--- config.mk ---
export PLATFORM = sky130hd
export DESIGN_NAME = retire_map
export DESIGN_NICKNAME = d
export VERILOG_FILES = /design/src/rtl/retire_map_pkg.sv /design/src/rtl/retire_map_chk.sv /design/src/rtl/retire_map_free_list.sv /design/src/rtl/retire_map.sv
export SDC_FILE = /design/constraint.sdc
export NUM_CORES = 1
export LEC_CHECK = 0
export CORE_UTILIZATION = 61
export DETAILED_ROUTE_END_ITERATION = 12
export PLACE_DENSITY = 0.86
export SLEW_MARGIN = 20
export SYNTH_ARGS = -nofsm -noshare
export SYNTH_HDL_FRONTEND = slang
export SYNTH_SLANG_ARGS = --single-unit
--- constraint.sdc ---
create_clock -name clk -period 6 [get_ports clk]
set_input_delay 0.9 -clock clk [delete_from_list [all_inputs] [get_ports clk]]
set_output_delay 0.9 -clock clk [all_outputs]
set_load 0.01 [all_outputs]
--- src/rtl/retire_map_pkg.sv ---
// Shared types and sizing for the commit-side retirement map and its free list.
package retire_map_pkg;

    localparam int NUM_ARCH_REGS = 32;
    localparam int NUM_REGS      = 64;
    localparam int PS_WIDTH      = $clog2(NUM_REGS);
    localparam int FL_DEPTH      = NUM_REGS - NUM_ARCH_REGS;
    localparam int FL_PTR_W      = $clog2(FL_DEPTH);
    localparam int FL_CNT_W      = $clog2(FL_DEPTH + 1);

    typedef logic [PS_WIDTH-1:0] phys_reg_t;
    typedef logic [4:0]          arch_reg_t;
    typedef logic [FL_PTR_W-1:0] fl_ptr_t;
    typedef logic [FL_CNT_W-1:0] fl_cnt_t;

    typedef struct packed {
        logic      valid;
        arch_reg_t rd;
        phys_reg_t pd;
        logic      jump;
    } commit_pkt_t;

    // Free-list pointers wrap at FL_DEPTH, which need not be a power of two.
    function automatic fl_ptr_t fl_ptr_inc(input fl_ptr_t p);
        if (p == fl_ptr_t'(FL_DEPTH - 1)) begin
            return fl_ptr_t'(0);
        end else begin
            return p + fl_ptr_t'(1);
        end
    endfunction

endpackage

--- src/rtl/retire_map_chk.sv ---
// Simulation-only protocol checks for the physical-register free list.
module retire_map_chk
    import retire_map_pkg::*;
(
    input  logic    clk,
    input  logic    rst,
    input  logic    i_push,
    input  fl_cnt_t i_count
);

    // A reclaimed register must correspond to an allocation still in flight.
    a_push_when_full: assert property (@(posedge clk) disable iff (rst)
        !(i_push && (i_count == fl_cnt_t'(FL_DEPTH))));

endmodule

--- src/rtl/retire_map_free_list.sv ---
// Circular physical-register free list; head pops to rename, tail reclaims on
// commit, rhead tracks the oldest uncommitted allocation for flush rewind.
module free_list_fifo
    import retire_map_pkg::*;
(
    input  logic      clk,
    input  logic      rst,
    input  logic      i_pop,
    input  logic      i_push,
    input  phys_reg_t i_push_pd,
    input  logic      i_retire,
    input  logic      i_rewind,
    output logic      o_valid,
    output phys_reg_t o_head_pd,
    output fl_cnt_t   o_count
);

    phys_reg_t r_fl [FL_DEPTH];
    fl_ptr_t   r_head;
    fl_ptr_t   r_tail;
    fl_ptr_t   r_rhead;
    fl_cnt_t   r_count;

    logic      w_pop_fire;
    fl_ptr_t   w_rhead_nxt;
    fl_ptr_t   w_head_nxt;
    fl_cnt_t   w_count_nxt;

    // Next-state for pointers and occupancy; rewind sees the post-retire rhead.
    always_comb begin
        w_pop_fire  = i_pop && (r_count != fl_cnt_t'(0)) && !i_rewind;
        w_rhead_nxt = r_rhead;
        w_head_nxt  = r_head;
        w_count_nxt = r_count;
        if (i_retire) begin
            w_rhead_nxt = fl_ptr_inc(r_rhead);
        end else begin
            w_rhead_nxt = r_rhead;
        end
        if (i_rewind) begin
            w_head_nxt  = w_rhead_nxt;
            w_count_nxt = fl_cnt_t'(FL_DEPTH);
        end else begin
            if (w_pop_fire) begin
                w_head_nxt = fl_ptr_inc(r_head);
            end else begin
                w_head_nxt = r_head;
            end
            case ({i_push, w_pop_fire})
                2'b10:   w_count_nxt = r_count + fl_cnt_t'(1);
                2'b01:   w_count_nxt = r_count - fl_cnt_t'(1);
                default: w_count_nxt = r_count;
            endcase
        end
    end

    // Storage and pointer registers.
    always_ff @(posedge clk) begin
        if (rst) begin
            for (int k = 0; k < FL_DEPTH; k++) begin
                r_fl[k] <= phys_reg_t'(NUM_ARCH_REGS + k);
            end
            r_head  <= fl_ptr_t'(0);
            r_tail  <= fl_ptr_t'(0);
            r_rhead <= fl_ptr_t'(0);
            r_count <= fl_cnt_t'(FL_DEPTH);
        end else begin
            if (i_push) begin
                r_fl[r_tail] <= i_push_pd;
                r_tail       <= fl_ptr_inc(r_tail);
            end
            r_head  <= w_head_nxt;
            r_rhead <= w_rhead_nxt;
            r_count <= w_count_nxt;
        end
    end

    assign o_valid   = (r_count != fl_cnt_t'(0));
    assign o_head_pd = r_fl[r_head];
    assign o_count   = r_count;

    retire_map_chk u_chk (
        .clk     (clk),
        .rst     (rst),
        .i_push  (i_push),
        .i_count (r_count)
    );

endmodule

--- src/rtl/retire_map.sv ---
// Retirement register file plus physical free list; the RRF image is bypassed
// with the same-cycle commit so a redirecting JAL reloads its own mapping.
module retire_map
    import retire_map_pkg::*;
(
    input  logic                           clk,
    input  logic                           rst,
    input  logic                           i_alloc_req,
    output logic                           o_alloc_valid,
    output phys_reg_t                      o_alloc_pd,
    input  logic                           i_commit_valid,
    input  arch_reg_t                      i_commit_rd,
    input  phys_reg_t                      i_commit_pd,
    input  logic                           i_jump_commit,
    output phys_reg_t [NUM_ARCH_REGS-1:0]  o_rrf,
    output fl_cnt_t                        o_free_count
);

    commit_pkt_t                    w_commit;
    logic                           w_commit_fire;
    phys_reg_t                      w_old_pd;
    phys_reg_t [NUM_ARCH_REGS-1:0]  r_rrf;

    assign w_commit      = '{valid: i_commit_valid, rd: i_commit_rd,
                             pd: i_commit_pd, jump: i_jump_commit};
    assign w_commit_fire = w_commit.valid && (w_commit.rd != arch_reg_t'(0));
    assign w_old_pd      = r_rrf[w_commit.rd];

    // Committed architectural mapping.
    always_ff @(posedge clk) begin
        if (rst) begin
            for (int i = 0; i < NUM_ARCH_REGS; i++) begin
                r_rrf[i] <= phys_reg_t'(i);
            end
        end else if (w_commit_fire) begin
            r_rrf[w_commit.rd] <= w_commit.pd;
        end
    end

    // Bypass the in-flight commit onto the exported image.
    always_comb begin
        o_rrf = r_rrf;
        if (w_commit_fire) begin
            o_rrf[w_commit.rd] = w_commit.pd;
        end else begin
            o_rrf = r_rrf;
        end
    end

    free_list_fifo u_free_list (
        .clk       (clk),
        .rst       (rst),
        .i_pop     (i_alloc_req),
        .i_push    (w_commit_fire),
        .i_push_pd (w_old_pd),
        .i_retire  (w_commit_fire),
        .i_rewind  (w_commit.jump),
        .o_valid   (o_alloc_valid),
        .o_head_pd (o_alloc_pd),
        .o_count   (o_free_count)
    );

endmodule

==> flow_summary_export.csv, run 1 <==
group,metric,value,unit
logic_synthesis,synthCells,1551,
power,power_frac_comb,0.080,
timing,setup-tns-final,0,ns
routing,vias_per_cell,6.164,
power,p_seq_frac,0.497,
placed_design,hpwl,35000,um
outcome,run_status,"finished, violations left",
setup_path,worstSetupPathType,"input pin to output pin",
timing,drv_slew,0,
power,p_total,0.006007,W
global_route,grt_overflow_total,0,
logic_synthesis,syn-num-nets,1582,
logic_synthesis,synth_enable_flop_cells,192,
routing,vias,13190,
power,p_switching,0.001397,W
die,core-area,30830,sq um
placed_design,dp_cells,2062,
die,fp.dieH,179.8,um
logic_synthesis,yosysMostFrequentCell,"dfxtp_1",
timing,timing.final.crit_share,0.8187,
global_route,grt_pass1_vias,13450,
run,cap_violations,0,
power,clock_power_share,0.423,
power,p_int,0.004610,W
clocking,cts_sinks,410,
die,io-pin-count,221,
placed_design,gp_congestion,0.9387,
timing,max_freq,0.2036,GHz
global_route,antenna_found_initial,1,
clocking,cts.clk_slew.worst_paths,0.06,ns
routing,wl,50920,um
clocking,post_cts_buffers,0,
timing,slew_headroom,0.2481,
setup_path,endpoint_kind,"output pin",
logic_synthesis,seq_area_frac_synth,0.5252,
timing,period_needed,4.912,ns
min_path,hold_class,"register to register",
timing,worstMarginPinSlew,1.124,ns
logic_synthesis,yosys-top-cells-area,"edfxtp_1 (30%), dfxtp_1 (23%), mux4_2 (11%)",
logic_synthesis,ys_async_sr_fraction,0,
clocking,cts_root_buffer,"clkbuf_16",
logic_synthesis,netlist.area_leader.share,0.2989,
outcome,failed_checks,"DRC",
cells_and_area,fin_cells,2139,
power,p_leak,7.520,nW
logic_synthesis,synth_cell_types,62,
logic_synthesis,avgSynthCellArea,12.44,sq um
die,fp.dieW,179.8,um
timing,rsz0062_at_grt,"false",
die,rows,64,
routing,wl_per_cell,23.80,um
routing,postRouteAntennaNets,0,
logic_synthesis,dominantRegCellSynth,"dfxtp_1",
clocking,cts_tree,"done",
placed_design,port_buffers,220,
timing,finalSetupViolCount,0,
clocking,clock_path_buffers,3,
global_route,grt_max_degree,127,
setup_path,start_kind,"input pin",
timing,fin_skew,0.01549,ns
power,power_density,263.8,nW/um^2
cells_and_area,num_antenna_cells,0,
logic_synthesis,synth-seq-cells,410,
die,start_util,0.6256,
routing,drc,1,
clocking,clk_latency,0.55,ns
logic_synthesis,synthTopCellsByCount,"dfxtp_1 (218), edfxtp_1 (192), mux2_2 (192)",
timing,finalHoldViolations,0,
cells_and_area,num-nets-final,1741,
routing,drtPass1Iterations,9,
routing,drtIter0Drc,1274,
setup_path,cp_data_required_time,5.10,ns
setup_path,cp_max_fo,27,
timing,timing.hold.ws,0.4887,ns
clocking,ctsResizeCount,0,
cells_and_area,area_growth,18.09,%
die,die_area,32330,sq um
setup_path,critPathArrivalTime,4.01,ns
clocking,cts_buffers,42,
power,swShare,0.2326,
power,vdd_drop_max,0.0001795,V
cells_and_area,layout-drive-gt1-share,0.2765,
global_route,grt_pass1_wl,78080,um
logic_synthesis,yosysTopAreaCell,"edfxtp_1",
logic_synthesis,syn-cell-area,19290,sq um
clocking,ctsHoldBuffers,0,
logic_synthesis,yosys_warnings,0,
clocking,h-tree-depth,2,
global_route,grt_use_total,0.3156,
flip-flops by register name (all words and copies together) (netlist names), named ones only:
register             count
u_free_list.o_count      6
r_rrf                  192
u_free_list.r_head       5
u_free_list.r_fl       192
u_free_list.r_rhead      5
u_free_list.r_tail       5
cells by family after synthesis:
group,synth area share
buf+inv,0.03464
flops,0.5252
xor+xnor,0.002270
simple gates,0.1626
compound gates,0.02569
fa+ha+maj,0.01012
mux,0.2395
worst paths after layout:
check                           cells after the start  slack, ns                   start                endpoint
worst max register to register                     10       2.72  u_free_list.o_count[0]  u_free_list.o_count[5]
worst min register to register                      1       0.49                r_rrf[5]                r_rrf[5]
worst max-delay path                                6       1.09          i_commit_rd[2]              o_rrf[191]
worst min-delay path                                1       0.49                r_rrf[5]                r_rrf[5]
metal layers:
layer,share of wire,global-route usage,wire [um],up-vias
li1,-,-,-,5858
met1,0.38,0.3859,19240,6512
met2,0.49,0.5388,25020,659
met3,0.083,0.06361,4233,154
met4,0.047,0.1476,2407,2
met5,0.00029,0,15,-
layout make-up:
| cell class | instances | area, sq um |
|---|---|---|
| fill | 1927 | 8054 |
| inverter | 4 | 16.27 |
| clock buffer | 63 | 1221 |
| sequential | 410 | 10130 |
| timing repair buffer | 237 | 2296 |
| multi-input combinational | 1015 | 8489 |
| tap | 396 | 495.5 |
| clock inverter | 14 | 122.6 |
through the flow:
step / util / area (sq um) / worst slack, ns
after floorplan: - / 19290 / 2.308
after global placement: 0.6959 / 21450 / 1.224
after detailed placement: 0.6956 / 21440 / 1.085
after CTS: 0.7392 / 22790 / 1.107
after global routing: 0.7388 / 22780 / 0.9552
final: 0.7388 / 22780 / 1.088
critical path: stages:
cell and delay, ns:
clkdlybuf4s50_1 1.04, nand4_1 0.34, nor2_1 0.66, buf_4 0.24, mux2_2 0.35, clkdlybuf4s50_1 0.48
power by group through the flow:
stage | Clock [W] | Combinational [W] | Sequential [W]
after floorplan | 0 | 0.000349 | 0.00303
after global placement | 0 | 0.000469 | 0.00305
after detailed placement | 0 | 0.000476 | 0.00305
after CTS | 0.00255 | 0.000479 | 0.00299
after global routing | 0.00266 | 0.000508 | 0.00299
final | 0.00254 | 0.000481 | 0.00299
cells in the final DEF, fill, tap and decap left out, types with 8 or more instances in the layout:
| cell type | Yosys | layout |
|---|---|---|
| a21oi_1 | 10 | 10 |
| a22oi_1 | 15 | 15 |
| buf_4 | 25 | 17 |
| clkbuf_1 | 69 | 13 |
| clkbuf_16 | 0 | 43 |
| clkdlybuf4s50_1 | 0 | 212 |
| clkinv_2 | 1 | 8 |
| dfxtp_1 | 218 | 216 |
| edfxtp_1 | 192 | 192 |
| ha_1 | 14 | 14 |
| mux2_2 | 192 | 192 |
| mux2i_1 | 25 | 25 |
| mux4_2 | 98 | 98 |
| nand2_1 | 165 | 165 |
| nand2b_1 | 30 | 30 |
| nand3_1 | 9 | 9 |
| nor2_1 | 142 | 142 |
| nor2b_1 | 115 | 115 |
| nor3_1 | 12 | 12 |
| or2_2 | 88 | 88 |
Power figures use the tool's default switching activity.
==> run 2, diff against run 1 <==
- CORE_UTILIZATION: 61 -> 57
- PLACE_DENSITY: 0.86 -> 0.81
- clock period: 6 -> 4.9 ns (I/O delays scaled with it)
==> flow_summary_export.csv, run 2 (synthesized netlist as in run 1, its figures left out) <==
group,metric,value,unit
power,p_seq_frac,0.484,
die,fp.dieH,186.0,um
setup_path,slowest_stage,"clkdlybuf4s50_1",
routing,wl,53300,um
setup_path,critPathTopFamily,"buffers and inverters",
clocking,post_cts_buffers,0,
setup_path,worst-path-buf-inv,3,
power,swShare,0.2331,
placed_design,port_buffers,220,
routing,drtIter0Drc,1213,
timing,fin_skew,0.03462,ns
placed_design,gp_congestion,0.8824,
cells_and_area,mostFrequentLayoutCells,"clkdlybuf4s50_1 (217), dfxtp_1 (216), mux2_2 (192), edfxtp_1 (192), nand2_1 (165)",
timing,worstMarginPinSlew,1.100,ns
routing,wl_per_cell,24.22,um
cells_and_area,fin_util,0.6992,
power,p_leak,7.617,nW
timing,drv_slew,0,
min_path,hold_class,"register to register",
setup_path,crit_chain,"clkdlybuf4s50_1 > buf_4 > nand4b_1 > nor2_1 > mux2_2 > clkdlybuf4s50_1",
routing,vias_per_cell,6.062,
power,p_int,0.005789,W
cells_and_area,fill_cells,2249,
clocking,ctsHoldBuffers,0,
clocking,cts.clk_slew.worst_paths,0.06,ns
setup_path,cp_data_required_time,4.16,ns
timing,rsz0062_at_grt,"false",
clocking,cts_tree,"done",
die,io-pin-count,221,
setup_path,cp_max_fo,20,
die,fp.dieW,186.0,um
routing,drtPass1Iterations,5,
routing,drc,0,
clocking,ctsResizeCount,0,
global_route,grt_use_total,0.3111,
die,core-area,32950,sq um
power,p_switching,0.001760,W
cells_and_area,area_growth,19.44,%
setup_path,endpoint_kind,"output pin",
die,rows,66,
outcome,run_status,"finished, final reports clean",
die,start_util,0.5854,
setup_path,critPathArrivalTime,3.80,ns
power,clock_power_share,0.435,
global_route,antenna_found_initial,5,
clocking,cts_sinks,410,
cells_and_area,layout-drive-gt1-share,0.2796,
setup_path,max_stage_delay,0.96,ns
power,power_frac_comb,0.081,
power,power_density,327.7,nW/um^2
timing,finalHoldViolations,0,
timing,max_freq,0.2203,GHz
global_route,grt_max_degree,134,
setup_path,cp_common_cell,"clkdlybuf4s50_1",
cells_and_area,layout_commonest_cell,"clkdlybuf4s50_1",
timing,slew_headroom,0.2669,
clocking,h-tree-depth,2,
die,die_area,34580,sq um
global_route,grt_pass1_wl,80100,um
timing,setup-tns-final,0,ns
setup_path,worstSetupPathType,"input pin to output pin",
routing,vias,13340,
run,cap_violations,0,
clocking,cts_buffers,43,
placed_design,hpwl,36470,um
routing,postRouteAntennaNets,0,
timing,period_needed,4.539,ns
timing,finalSetupViolCount,0,
power,vdd_drop_max,0.0002983,V
global_route,grt_pass1_vias,13630,
setup_path,start_kind,"input pin",
clocking,clk_latency,0.56,ns
timing,timing.final.crit_share,0.9263,
cells_and_area,num-nets-final,1752,
clocking,cts_root_buffer,"clkbuf_16",
clocking,clock_path_buffers,3,
global_route,grt_overflow_total,0,
run 2: path summary, 6_finish.rpt:
check,depth (start not counted),to,startpoint,slack [ns]
max,6,o_rrf[169],i_commit_rd[2],0.36
min,1,r_rrf[3],r_rrf[3],0.49
max reg2reg,10,u_free_list.o_count[5],u_free_list.o_count[0],1.69
min reg2reg,1,r_rrf[3],r_rrf[3],0.49
run 2: power groups by stage:
stage               Sequential, W  Combinational [W]  Clock (W)
floorplan                 0.00371           0.000427          0
global placement          0.00372           0.000598          0
detailed placement        0.00373           0.000608          0
CTS                       0.00365           0.000611    0.00330
global route              0.00366           0.000651    0.00344
finish                    0.00365           0.000615    0.00328
run 2: layout make-up:
| class | instances | area, sq um | area share |
|---|---|---|---|
| Antenna cell | 3 | 7.507 | 0.0003259 |
| Clock buffer | 60 | 1231 | 0.05344 |
| Clock inverter | 20 | 198.9 | 0.008636 |
| Inverter | 4 | 16.27 | 0.0007061 |
| Multi-Input combinational cell | 1015 | 8489 | 0.3685 |
| Sequential cell | 410 | 10130 | 0.4398 |
| Tap cell | 442 | 553.0 | 0.02401 |
| Timing Repair Buffer | 247 | 2409 | 0.1046 |
run 2: per-layer routing:
layer	track usage	up-vias	share of wire
met2	0.5140	702	0.48
li1	-	5902	-
met4	0.1390	2	0.040
met3	0.07044	140	0.086
met5	0	-	0.00017
met1	0.3901	6596	0.39
run 2: worst reg2reg max path, delay by kind of cell (launching register included):
kind / cells / cell delay [ns]
compound gates: 3 / 0.73
xor+xnor: 1 / 0.17
fa+ha+maj: 2 / 0.60
flops: 1 / 0.37
simple gates: 4 / 1.22
run 2: per-stage QoR:
| step | cells | power, W | hold WS [ns] | setup slack, ns | instance area [sq um] |
|---|---|---|---|---|---|
| floorplan | 1551 | 0.004137 | 0.4536 | 1.373 | 19290 |
| global placement | 2118 | 0.004320 | 0.4708 | 0.5126 | 21600 |
| detailed placement | 2118 | 0.004334 | 0.4811 | 0.4465 | 21600 |
| CTS | 2198 | 0.007567 | 0.4918 | 0.4472 | 23030 |
| global route | 2200 | 0.007745 | 0.5067 | 0.3025 | 23030 |
| finish | 2201 | 0.007549 | 0.4945 | 0.3614 | 23040 |
==> run 3, diff against run 2 <==
- CAP_MARGIN: unset -> 15
- CORE_UTILIZATION: 57 -> 61
- PLACE_DENSITY: 0.81 -> 0.86
- clock period: 4.9 -> 5.7 ns (I/O delays scaled with it)
==> flow_summary_export.csv, run 3 (synthesized netlist as in run 1, its figures left out) <==
group,metric,value,unit
outcome,run_status,"finished, violations left",
outcome,failed_checks,"DRC",
routing,wl,52750,um
routing,vias,13390,
setup_path,cp_common_cell,"mux4_2",
cells_and_area,layout-drive-gt1-share,0.2761,
timing,fin_ws,1.039,ns
global_route,antenna_found_initial,0,
power,swShare,0.2312,
setup_path,cp_max_fo,26,
setup_path,worstSetupPathType,"register to output pin",
placed_design,hpwl,35690,um
global_route,grt_pass1_wl,79350,um
power,clock_power_share,0.441,
setup_path,max_stage_delay,0.94,ns
timing,finalSetupViolCount,0,
clocking,ctsResizeCount,0,
placed_design,dp_cells,2068,
clocking,cts.clk_slew.worst_paths,0.06,ns
cells_and_area,final_area,22950,sq um
routing,drtPass1Iterations,10,
placed_design,port_buffers,220,
timing,slew_headroom,0.3619,
setup_path,slowest_stage,"dfxtp_2",
clocking,ctsHoldBuffers,0,
placed_design,gp_congestion,0.9307,
cells_and_area,mostFrequentLayoutCells,"clkdlybuf4s50_1 (217), dfxtp_1 (216), mux2_2 (192), edfxtp_1 (192), nand2_1 (165)",
power,p_switching,0.001515,W
power,p_int,0.005039,W
setup_path,critPathArrivalTime,3.81,ns
timing,worstMarginPinSlew,0.9530,ns
timing,timing.hold.ws,0.4960,ns
clocking,clk_latency,0.56,ns
routing,wl_per_cell,24.62,um
power,power_density,285.6,nW/um^2
power,p_leak,7.599,nW
timing,setup-tns-final,0,ns
die,core-area,30830,sq um
timing,drv_slew,0,
die,die_area,32330,sq um
timing,fin_skew,0.02072,ns
cells_and_area,area_growth,19.01,%
clocking,post_cts_buffers,0,
cells_and_area,num_antenna_cells,0,
setup_path,r2r_slack,2.54,ns
routing,vias_per_cell,6.251,
die,io-pin-count,221,
routing,drc,1,
setup_path,critPathTopFamily,"multiplexers",
cells_and_area,layout_commonest_cell,"clkdlybuf4s50_1",
power,vdd_drop_max,0.0002058,V
clocking,cts_buffers,42,
setup_path,cp_data_required_time,4.85,ns
run,cap_violations,0,
global_route,grt_pass1_vias,13530,
clocking,clock_path_buffers,3,
setup_path,worst-path-buf-inv,2,
clocking,h-tree-depth,2,
die,fp.dieH,179.8,um
routing,postRouteAntennaNets,0,
clocking,cts_tree,"done",
timing,period_needed,4.661,ns
global_route,grt_use_total,0.3220,
min_path,hold_class,"register to register",
cells_and_area,num-nets-final,1747,
global_route,grt_overflow_total,0,
timing,timing.final.crit_share,0.8177,
clocking,cts_sinks,410,
setup_path,endpoint_kind,"output pin",
timing,rsz0062_at_grt,"false",
cells_and_area,fin_cells,2142,
timing,finalHoldViolations,0,
placed_design,place_ws,0.8922,ns
timing,max_freq,0.2146,GHz
setup_path,start_kind,"register",
die,rows,64,
die,start_util,0.6256,
routing,drtIter0Drc,1513,
power,power_frac_comb,0.078,
placed_design,placed_cell_area,21500,sq um
clocking,cts_root_buffer,"clkbuf_16",
global_route,grt_max_degree,96,
die,fp.dieW,179.8,um
power,p_seq_frac,0.482,
setup_path,crit_chain,"buf_4 > mux4_2 > mux4_2 > mux2_2 > clkdlybuf4s50_1",
[run 3: cell types whose count changed in the layout (fill, tap and decap cells not counted), sizes merged]
cell      previous run  this run
clkinv              15         7
buf                 30        26
diode                3         0
bufinv               3         5
clkinvlp             2         1
inv                  4         5
[run 3: final timing paths]
path                               start                endpoint  depth (start not counted)
hold / removal                  r_rrf[3]                r_rrf[3]                          1
setup / recovery                register           o_alloc_pd[4]                          5
hold reg to reg                 r_rrf[3]                r_rrf[3]                          1
setup reg to reg  u_free_list.o_count[0]  u_free_list.o_count[5]                         10
[run 3: final cells by class]
| cell class | count | area [sq um] |
|---|---|---|
| clock buffer | 60 | 1210 |
| fill | 1893 | 7876 |
| clock inverter | 14 | 241.5 |
| tap | 396 | 495.5 |
| timing repair buffer | 243 | 2366 |
| multi-input combinational | 1015 | 8489 |
| sequential | 410 | 10130 |
| inverter | 4 | 16.27 |
[run 3: worst register-to-register path, cell delays in order (launching register included)]
cell	delay [ns]
dfxtp_1	0.38
nor4_1	0.37
a21bo_2	0.33
nor2_1	0.07
ha_1	0.33
ha_1	0.26
or4b_2	0.63
a311o_1	0.29
o311ai_0	0.14
xnor2_1	0.18
nand2b_1	0.07
[run 3: layer usage]
layer	share of wire	routed length (um)	GRT usage	vias up
met1	0.37	19740	0.3941	6624
met2	0.49	26080	0.5510	741
li1	-	-	-	5873
met4	0.042	2224	0.1414	0
met3	0.089	4703	0.06787	151
met5	0	0	0	-
[run 3: through the flow]
stage / power [W] / util
after global routing: 0.006705 / 0.7445
after CTS: 0.006564 / 0.7444
final: 0.006555 / 0.7445
after detailed placement: 0.003721 / 0.6974
after floorplan: 0.003557 / -
after global placement: 0.003708 / 0.6974
[run 3: power groups by stage]
stage	clock network [W]	logic [W]	registers, W
global route	0.00301	0.000533	0.00316
global placement	0	0.000492	0.00322
detailed placement	0	0.000501	0.00322
floorplan	0	0.000367	0.00319
CTS	0.00290	0.000505	0.00316
finish	0.00289	0.000511	0.00316
